<file path="src/rtl/aes_pkg.sv">
// Shared constants and scheduler state encoding for aes_core_scheduler.
// States are plain 2-bit constants so legacy code can compare them directly.
package aes_pkg;

    localparam int unsigned AES_BLK_W   = 128;
    localparam int unsigned AES_MAX_REQ = 4;

    typedef logic [1:0] sched_state_t;

    localparam sched_state_t IDLE  = 2'd0;
    localparam sched_state_t ISSUE = 2'd1;
    localparam sched_state_t WAIT  = 2'd2;
    localparam sched_state_t RESP  = 2'd3;

    // Index width for an N-entry requester vector; never below one bit.
    function automatic int unsigned idx_width(input int unsigned n);
        return (n > 1) ? $clog2(n) : 1;
    endfunction

endpackage

</file>
<file path="src/rtl/aes_core_scheduler_rr_arbiter.sv">
// Combinational round-robin arbiter: grants the first set request found
// searching upward from ptr, wrapping modulo N_REQ.
module rr_arbiter
    import aes_pkg::*;
#(
    parameter int unsigned N_REQ = 2,
    localparam int unsigned IDX_W = idx_width(N_REQ)
) (
    input  logic [N_REQ-1:0] req,
    input  logic [IDX_W-1:0] ptr,
    output logic [N_REQ-1:0] grant,
    output logic [IDX_W-1:0] grant_idx
);

    logic [IDX_W-1:0] cand;
    logic             found;

    always_comb begin
        grant     = '0;
        grant_idx = '0;
        found     = 1'b0;
        cand      = '0;
        for (int unsigned i = 0; i < N_REQ; i++) begin
            cand = IDX_W'((32'(ptr) + i) % N_REQ);
            if (!found && req[cand]) begin
                found       = 1'b1;
                grant[cand] = 1'b1;
                grant_idx   = cand;
            end
        end
    end

endmodule

</file>
<file path="src/rtl/aes_core_scheduler.sv">
// Round-robin scheduler sharing one AES-128 core among N_REQ requesters.
// Define AES_SCHED_KEY_CACHE_EN to skip key expansion when the loaded key is reused.
module aes_core_scheduler
    import aes_pkg::*;
#(
    parameter int unsigned N_REQ = 2,
    parameter int unsigned BLK_W = AES_BLK_W
) (
    input  logic                   clk,
    input  logic                   reset,
    input  logic [N_REQ-1:0]       req_valid,
    output logic [N_REQ-1:0]       req_ready,
    input  logic [N_REQ-1:0]       req_decrypt,
    input  logic [N_REQ*BLK_W-1:0] req_key,
    input  logic [N_REQ*BLK_W-1:0] req_data,
    output logic [N_REQ-1:0]       resp_valid,
    input  logic [N_REQ-1:0]       resp_ready,
    output logic [BLK_W-1:0]       resp_data,
    input  logic                   key_invalidate,
    output logic                   core_start,
    output logic                   core_key_change,
    output logic                   core_sel_cypher,
    output logic [BLK_W-1:0]       core_key,
    output logic [BLK_W-1:0]       core_data,
    input  logic                   core_done,
    input  logic [BLK_W-1:0]       core_result,
    output logic [15:0]            jobs_done
);

    localparam int unsigned IDX_W = idx_width(N_REQ);

    sched_state_t     state_q, state_d;
    logic [IDX_W-1:0] rr_ptr_q, owner_q, grant_idx;
    logic [N_REQ-1:0] grant;
    logic [N_REQ-1:0] resp_valid_q;
    logic [BLK_W-1:0] resp_data_q, core_key_q, core_data_q;
    logic [BLK_W-1:0] sel_key, sel_data;
    logic             core_start_q, core_kc_q, core_sel_q;
    logic [15:0]      jobs_done_q;
    logic             handshake, kc_next, done_in_wait;

    rr_arbiter #(.N_REQ(N_REQ)) u_arb (
        .req       (req_valid),
        .ptr       (rr_ptr_q),
        .grant     (grant),
        .grant_idx (grant_idx)
    );

    assign req_ready    = (state_q == IDLE) ? grant : '0;
    assign handshake    = |(req_valid & req_ready);
    assign sel_key      = req_key[32'(grant_idx)*BLK_W +: BLK_W];
    assign sel_data     = req_data[32'(grant_idx)*BLK_W +: BLK_W];
    assign done_in_wait = (state_q == WAIT) && core_done;

`ifdef AES_SCHED_KEY_CACHE_EN
    logic [BLK_W-1:0] loaded_key_q;
    logic             key_valid_q;

    // An invalidate seen at handshake already forces expansion of that job.
    assign kc_next = ~key_valid_q | key_invalidate | (sel_key != loaded_key_q);

    // core_kc_q doubles as kc_issued; invalidate outranks a same-cycle load.
    always_ff @(posedge clk or posedge reset) begin
        if (reset) begin
            loaded_key_q <= '0;
            key_valid_q  <= 1'b0;
        end else if (key_invalidate) begin
            key_valid_q  <= 1'b0;
        end else if (done_in_wait && core_kc_q) begin
            loaded_key_q <= core_key_q;
            key_valid_q  <= 1'b1;
        end
    end
`else
    logic unused_key_invalidate;

    assign kc_next               = 1'b1;
    assign unused_key_invalidate = key_invalidate;
`endif

    always_comb begin
        state_d = state_q;
        case (state_q)
            IDLE:    if (handshake)           state_d = ISSUE;
            ISSUE:                            state_d = WAIT;
            WAIT:    if (core_done)           state_d = RESP;
            RESP:    if (resp_ready[owner_q]) state_d = IDLE;
            default:                          state_d = IDLE;
        endcase
    end

    always_ff @(posedge clk or posedge reset) begin
        if (reset) begin
            state_q      <= IDLE;
            rr_ptr_q     <= '0;
            owner_q      <= '0;
            resp_valid_q <= '0;
            resp_data_q  <= '0;
            core_start_q <= 1'b0;
            core_kc_q    <= 1'b0;
            core_sel_q   <= 1'b0;
            core_key_q   <= '0;
            core_data_q  <= '0;
            jobs_done_q  <= '0;
        end else begin
            state_q      <= state_d;
            core_start_q <= 1'b0;
            case (state_q)
                IDLE: if (handshake) begin
                    owner_q      <= grant_idx;
                    core_key_q   <= sel_key;
                    core_data_q  <= sel_data;
                    core_start_q <= 1'b1;
                    core_kc_q    <= kc_next;
                    core_sel_q   <= ~req_decrypt[grant_idx];
                end
                WAIT: if (core_done) begin
                    resp_data_q           <= core_result;
                    jobs_done_q           <= jobs_done_q + 16'd1;
                    resp_valid_q[owner_q] <= 1'b1;
                end
                RESP: if (resp_ready[owner_q]) begin
                    resp_valid_q <= '0;
                    rr_ptr_q     <= (owner_q == IDX_W'(N_REQ - 1)) ? '0 : owner_q + 1'b1;
                end
                default: ;
            endcase
        end
    end

    assign resp_valid      = resp_valid_q;
    assign resp_data       = resp_data_q;
    assign core_start      = core_start_q;
    assign core_key_change = core_kc_q;
    assign core_sel_cypher = core_sel_q;
    assign core_key        = core_key_q;
    assign core_data       = core_data_q;
    assign jobs_done       = jobs_done_q;

endmodule
</file>
<file path="config.mk">
export PLATFORM = sky130hd
export DESIGN_NAME = aes_core_scheduler
export DESIGN_NICKNAME = d
export VERILOG_FILES = /design/src/rtl/aes_pkg.sv /design/src/rtl/aes_core_scheduler_rr_arbiter.sv /design/src/rtl/aes_core_scheduler.sv
export SDC_FILE = /design/constraint.sdc
export NUM_CORES = 1
export LEC_CHECK = 0
export BUFFER_PORTS_ARGS = -buffer_cell sky130_fd_sc_hd__buf_2
export CAP_MARGIN = 20
export CORE_AREA = 10 10 403 405
export DETAILED_ROUTE_END_ITERATION = 7
export DIE_AREA = 0 0 413 415
export HOLD_SLACK_MARGIN = 0.08
export PLACE_DENSITY = 0.35
export RECOVER_POWER = 25
export SETUP_SLACK_MARGIN = 0.2
export SLEW_MARGIN = 5
export SYNTH_ARGS = -nofsm -noshare
export SYNTH_HDL_FRONTEND = slang
export SYNTH_SLANG_ARGS = --single-unit
</file>
<file path="constraint.sdc">
create_clock -name clk -period 14.92 [get_ports clk]
set_clock_uncertainty 0.2 [all_clocks]
set_input_delay 1.492 -clock clk [delete_from_list [all_inputs] [get_ports clk]]
set_output_delay 1.492 -clock clk [all_outputs]
set_load 0.02 [all_outputs]
</file>
==> results.md, run 1 <==
* F_max at roughly 0.11 GHz
* WHS at 0.280 ns
* Maximum root-to-sink buffer count at 3
* Final min period at 8.81 ns
* CP required at 15.20 ns
* Slew @ Worst Pin at 4.68 ns
* Final Instance Area at 26400 um2
* Total Wirelength at a little over 100000 um
* Critical-path cell list: clkbuf_1 > o21ai_0 > clkinvlp_2 > buf_4 > buf_4 > buf_4 > nor2_1 > a31oi_1
* Final GP Congestion at 0.825
* Synth top area share at 59.1%
* Kind of critical path: in -> reg
* CTS buffer count at 53
* Worst stage delay on the critical path at 3.70 ns
* Crit Path Max Fanout at 130
* P&R area growth vs syn at 52.4%
* Core Util, Final at 17.2%
* DRT Pass-1 Iters at 7
* Chip Height at 415 um
* Post-synth EDFFs at 0
* Htree depth at 2
* Vias in the first global route at 17.8k
* Top FF cell, synth: dfrtp_1
* Post-route non-filler standard cell count at about 5k
* Synthesized instance count at 1773
* Cell count after placement at 4764
* Syn Area/Cell at 9.77 um2
* Crit path launch type: input pin
* Most frequent cells in the layout: buf_2, nand2_1, dfrtp_1
* Async set or reset register ratio after synthesis at 100%
* # DRC at 0
* Fin. Hold Viols at 0
* IO buf count at 1055
* CTS Hold Bufs at 0
* Post-Syn Area at 17300 um2
* Fraction of the yosys area taken by sequential cells at 59.1%
* Initial Util at 11.3%
* Die area at around 170000 um2
* CTS tree: built
* DRT iter0 DRCs at 875
* Synth warn at 0
* Peak VDD IR at 0.178 mV
* Setup TNS at 0 ns
* GRT Residual Overflow at 0
* Tot Pwr at 5.97 mW
* Via count at between 15k and 20k
* CTS sink cnt at 409
* P_leak at ~12 nW
* Period utilisation layout at 59.0%
* Drt wl/cell at 20.8 um
* Cell row count at 144
* Status: finished with violations
* Resize count post-CTS at 0
* Routed Antenna Nets at 0
* Post-CTS setup buffers at 0
* Area of the core at 154000 um2
* Synth area leader: dfrtp_1
* Fin nets at 3429
* Critical path endpoint category: flip-flop
* Synth top area cells: dfrtp_1, nand2_1, a31oi_1, mux2_2, nor2_1
* Netlist cell types at 31
* Post-Syn Nets at 2427
* Initial antenna violation count at 45
* Worst-skew pair later-pin latency at about 0.67 ns
* Slew Limit Fails at ~480
* Post-DP HPWL at 80600 um
* Synth Register Bits at 409
* Setup slack after layout at between 6 and 7 ns
* Global-route wire length before repair at 140000 um
* Worst EP arrival at between 9 and 10 ns
* Power per cell area at 226 nW/um2
* Max cap viols at 8
* Commonest non-fill, non-tap cell in the layout: buf_2
* Vias per inst at between 3 and 4
* Share of layout cells above drive strength 1 at approximately 44%
* Placement Setup Slack at 9.26 ns
* Crit path max-delay cell type: clkinvlp_2
* Ports at between 1k and 1.5k
* Clock-pin slew on the worst setup and hold paths at 0.06 ns
* DP Area at 24700 um2
* Worst path most repeated cell: buf_4
* Violated checks: max-capacitance violations, max-slew violations
* Largest net degree at the start of global routing at approximately 130
* Root Buffer: clkbuf_16
* Max-slew headroom at -214%
* Final setup fails at 0
* All-layer global routing usage at 11.2%
* Chip Width at 413 um
* RSZ-0062 raised after global routing: no
* Class of the worst hold path: reg -> reg
registers in the layout, summed over array words and instances, names as in the netlist, 2 cells and up:
name / cells
core_data: 128
resp_valid: 2
core_key: 128
jobs_done: 16
resp_data: 128
state_q: 2
power by group:
part / internal (mW) / switching (mW) / total, mW
Combinational: 0.893 / 1.78 / 2.67
Clock: 0.741 / 0.571 / 1.31
Sequential: 1.67 / 0.326 / 1.99
Total: 3.30 / 2.67 / 5.97
final timing paths:
| path | start | cells after the start | end | slack, ns |
|---|---|---|---|---|
| min reg2reg | jobs_done[15]$_DFFE_PP0P_ | 1 | jobs_done[15]$_DFFE_PP0P_ | 0.28 |
| max | req_valid[1] | 8 | core_data[22]$_DFFE_PP0P_ | 6.11 |
| min in group asynchronous | reset | 2 | state_q[1]$_DFFE_PP0P_ | 2.05 |
| max in group asynchronous | reset | 4 | core_key[124]$_DFFE_PP0P_ | 7.76 |
| min | jobs_done[15]$_DFFE_PP0P_ | 1 | jobs_done[15]$_DFFE_PP0P_ | 0.28 |
| max reg2reg | state_q[0]$_DFFE_PP0P_ | 9 | core_data[22]$_DFFE_PP0P_ | 6.75 |
logic make-up (layout without fill, tap and decap cells):
logic type | after synthesis | count (layout) | synth area share [%]
DFF | 409 | 409 | 59.1
muxes | 131 | 131 | 8.51
and+or+nand+nor | 804 | 804 | 17.7
buffers and inverters | 138 | 1177 | 3.84
adders and majority gates | 4 | 4 | 0.289
other | 0 | 19 | 0
xor gates and xnor gates | 15 | 15 | 0.758
AOI/OAI and AO/OA | 272 | 272 | 9.84
final cells by class:
class                   instances  area [um2]
fillers                     17656      127000
flip-flops and latches        409       10200
multi-input cells            1226        6430
repair buffers               1076        5370
well taps                    2044        2560
clock buffers                  75        1510
clock inverters                17         213
diodes                         19        47.5
inverters                       9        36.3
routing by layer:
metal  vias to the layer above  share of wire [%]  global-route usage, %
li1                       7975                  -                      -
met1                      8140                 39                   12.8
met2                       650                 49                   19.5
met3                       143                8.5                   3.87
met4                        20                2.7                   3.51
met5                         -               0.15                      0
worst max-delay path: cells and delay by family:
kind            cells  cell delay (ns)
compound gates      2             0.74
buf+inv             5             6.43
simple gates        1             0.19
Yosys cell counts (2+ instances only):
cell,count
buf_2,115
xor2_1,4
o21ai_0,4
dfrtp_1,409
clkbuf_1,13
xnor2_1,11
nand4_1,3
o21ai_1,2
inv_1,7
a211oi_1,2
nor2_1,263
ha_1,4
inv_2,2
mux2_2,130
nand2_1,523
and3_1,4
nand3_1,6
a31oi_1,258
Power figures use the tool's default switching activity.
==> inputs of run 2 (changes only) <==
- clock period: 14.92 -> 8.3 ns (I/O delays scaled with it)
==> run 2 against run 1 <==
  * The run still ends with max-capacitance violations, max-slew violations left
  * Via count down 0.14%
  * Cell count about the same
  * Sequential share of layout area down 0.24 points
  * Largest cell class unchanged
  * Highest routed layer unchanged
==> results.md, run 2 (synthesis gave the netlist of run 1 again) <==
* Commonest non-fill, non-tap cell in the layout: buf_2 (unchanged)
* Vias in the first global route at 17.4k (was 17.8k)
* Worst-skew pair later-pin latency at 0.64 ns (was 0.67 ns)
* Worst EP arrival at 3.22 ns (was 9.09 ns)
* Fin. Hold Viols at 0 (unchanged)
* All-layer global routing usage at 10.9% (was 11.2%)
* Crit Path Max Fanout at 30 (was 130)
* Root Buffer: clkbuf_16 (unchanged)
* Area of the core at 154000 um2 (unchanged)
* WHS at 0.208 ns (was 0.280 ns)
* Max cap viols at 3 (was 8)
* GRT Residual Overflow at 0 (unchanged)
* Chip Width at 413 um (unchanged)
* Maximum root-to-sink buffer count at 3 (unchanged)
* Htree depth at 2 (unchanged)
* Kind of critical path: reg -> out (was in -> reg)
* Period utilisation layout at between 50% and 60%
* Violated checks: max-capacitance violations, max-slew violations (unchanged)
* Vias per inst at 3.47 (about the same)
* CP required at 7.27 ns (was 15.20 ns)
* CTS tree: built (unchanged)
* Class of the worst hold path: in -> reg (was reg -> reg)
* Total Wirelength at 99400 um (was 101000 um)
* Initial Util at 11.3% (unchanged)
* P_leak at 12.4 nW (was 12.3 nW)
* F_max at 0.235 GHz
* Buf/Inv on CP at 2 (was 5)
* Cell row count at 144 (unchanged)
* Post-CTS setup buffers at 0 (unchanged)
* Share of layout cells above drive strength 1 at 44.8% (was 43.6%)
* DRT Pass-1 Iters at 5 (was 7)
* RSZ-0062 raised after global routing: no (unchanged)
* Resize count post-CTS at 0 (unchanged)
* Fin nets at 3428 (was 3429)
* Initial antenna violation count at 41 (was 45)
* Worst stage delay on the critical path at 1.40 ns (was 3.70 ns)
* DRT iter0 DRCs at 836 (was 875)
* Routed Antenna Nets at 0 (unchanged)
* Final setup fails at 0 (unchanged)
* Layout filler cell count at 17.7k (about the same)
* Post-DP HPWL at 78500 um (was 80600 um)
* # DRC at 0 (unchanged)
* Clock-pin slew on the worst setup and hold paths at 0.06 ns (about the same)
* CTS Hold Bufs at 0 (unchanged)
* Critical path endpoint category: output port (was flip-flop)
* Crit path max-delay cell type: clkbuf_1 (was clkinvlp_2)
* IO buf count at 1055 (unchanged)
* P&R area growth vs syn at 53.4% (was 52.4%)
* Ports at 1057 (unchanged)
* Global-route wire length before repair at 136000 um (was 140000 um)
* Final min period at approximately 4.2 ns
* Critical-path cell list: o21ai_4 > clkbuf_1 > nor2_1 > buf_2 (was clkbuf_1 > o21ai_0 > clkinvlp_2 > buf_4 > buf_4 > buf_4 > nor2_1 > a31oi_1)
* Status: finished with violations (unchanged)
* Max-slew headroom at -38.8% (was -214%)
* Setup TNS at 0 ns (unchanged)
* Slew Limit Fails at 102 (was 475)
* Peak VDD IR at 0.211 mV (was 0.178 mV)
* Via count at 16.9k (about the same)
* Most frequent cells in the layout: buf_2, nand2_1, dfrtp_1 (unchanged)
* Crit path launch type: flip-flop (was input pin)
* Chip Height at 415 um (unchanged)
* Worst path top cell family by delay: buffers and inverters (unchanged)
* CTS buffer count at 56 (was 53)
* CTS sink cnt at 409 (unchanged)
* Power per cell area at 406 nW/um2 (was 226 nW/um2)
* Die area at 171000 um2 (unchanged)
* Slew @ Worst Pin at 2.08 ns (was 4.68 ns)
* Largest net degree at the start of global routing at 202 (was 131)
* Final GP Congestion at 0.792 (was 0.825)
* Drt wl/cell at 20.4 um (was 20.8 um)
run 2: path summary, 6_finish.rpt:
kind / from / end / slack (ns) / cells past startpoint
worst max-delay path: rr_ptr_q$_DFFE_PP0P_ / req_ready[1] / 4.05 / 4
worst min-delay path: core_result[125] / resp_data[125]$_DFFE_PP0P_ / 0.21 / 2
worst max register to register: rr_ptr_q$_DFFE_PP0P_ / core_key[90]$_DFFE_PP0P_ / 4.44 / 5
worst min register to register: jobs_done[15]$_DFFE_PP0P_ / jobs_done[15]$_DFFE_PP0P_ / 0.27 / 1
max in group asynchronous: reset / resp_data[25]$_DFFE_PP0P_ / 4.82 / 3
min in group asynchronous: reset / resp_data[71]$_DFFE_PP0P_ / 0.46 / 2
run 2: routing by layer:
layer  global-route usage [%]  up-vias  routed length, um
li1                         -     7994                  -
met1                     12.4     8102              38400
met2                     18.7      660              48400
met3                     4.46      135               9920
met4                     3.06       14               2500
met5                        0        -                 81
run 2: report_power, final:
part           leakage, nW  internal, mW  switching (mW)
Sequential            4.68          2.99           0.548
Clock                0.868          1.39            1.03
Combinational         6.85          1.60            3.23
run 2: through the flow:
stage	area (um2)	total power [mW]	setup WS (ns)	utilization (%)	std cells
floorplan	17300	6.39	1.76	-	1773
global placement	24800	8.55	4.81	16.1	4760
detailed placement	24800	8.57	4.83	16.1	4760
CTS	26600	11.1	4.86	17.3	4860
global route	26500	11.5	3.76	17.2	4868
finish	26600	10.8	4.05	17.3	4878
run 2: area by class of cell:
cell class	count	area, um2	area share [%]
diodes	18	45.0	0.170
clock buffers	85	1590	5.99
clock inverters	15	190	0.716
inverters	9	42.5	0.160
multi-input cells	1226	6430	24.2
flip-flops and latches	409	10200	38.5
well taps	2044	2560	9.63
repair buffers	1072	5470	20.6
run 2: worst reg2reg max path: stages, from the launching register on:
cell and delay (ns):
dfrtp_1 0.45, o21ai_4 0.42, clkbuf_1 1.40, buf_4 0.80, nand2_1 0.31, a31oi_1 0.21
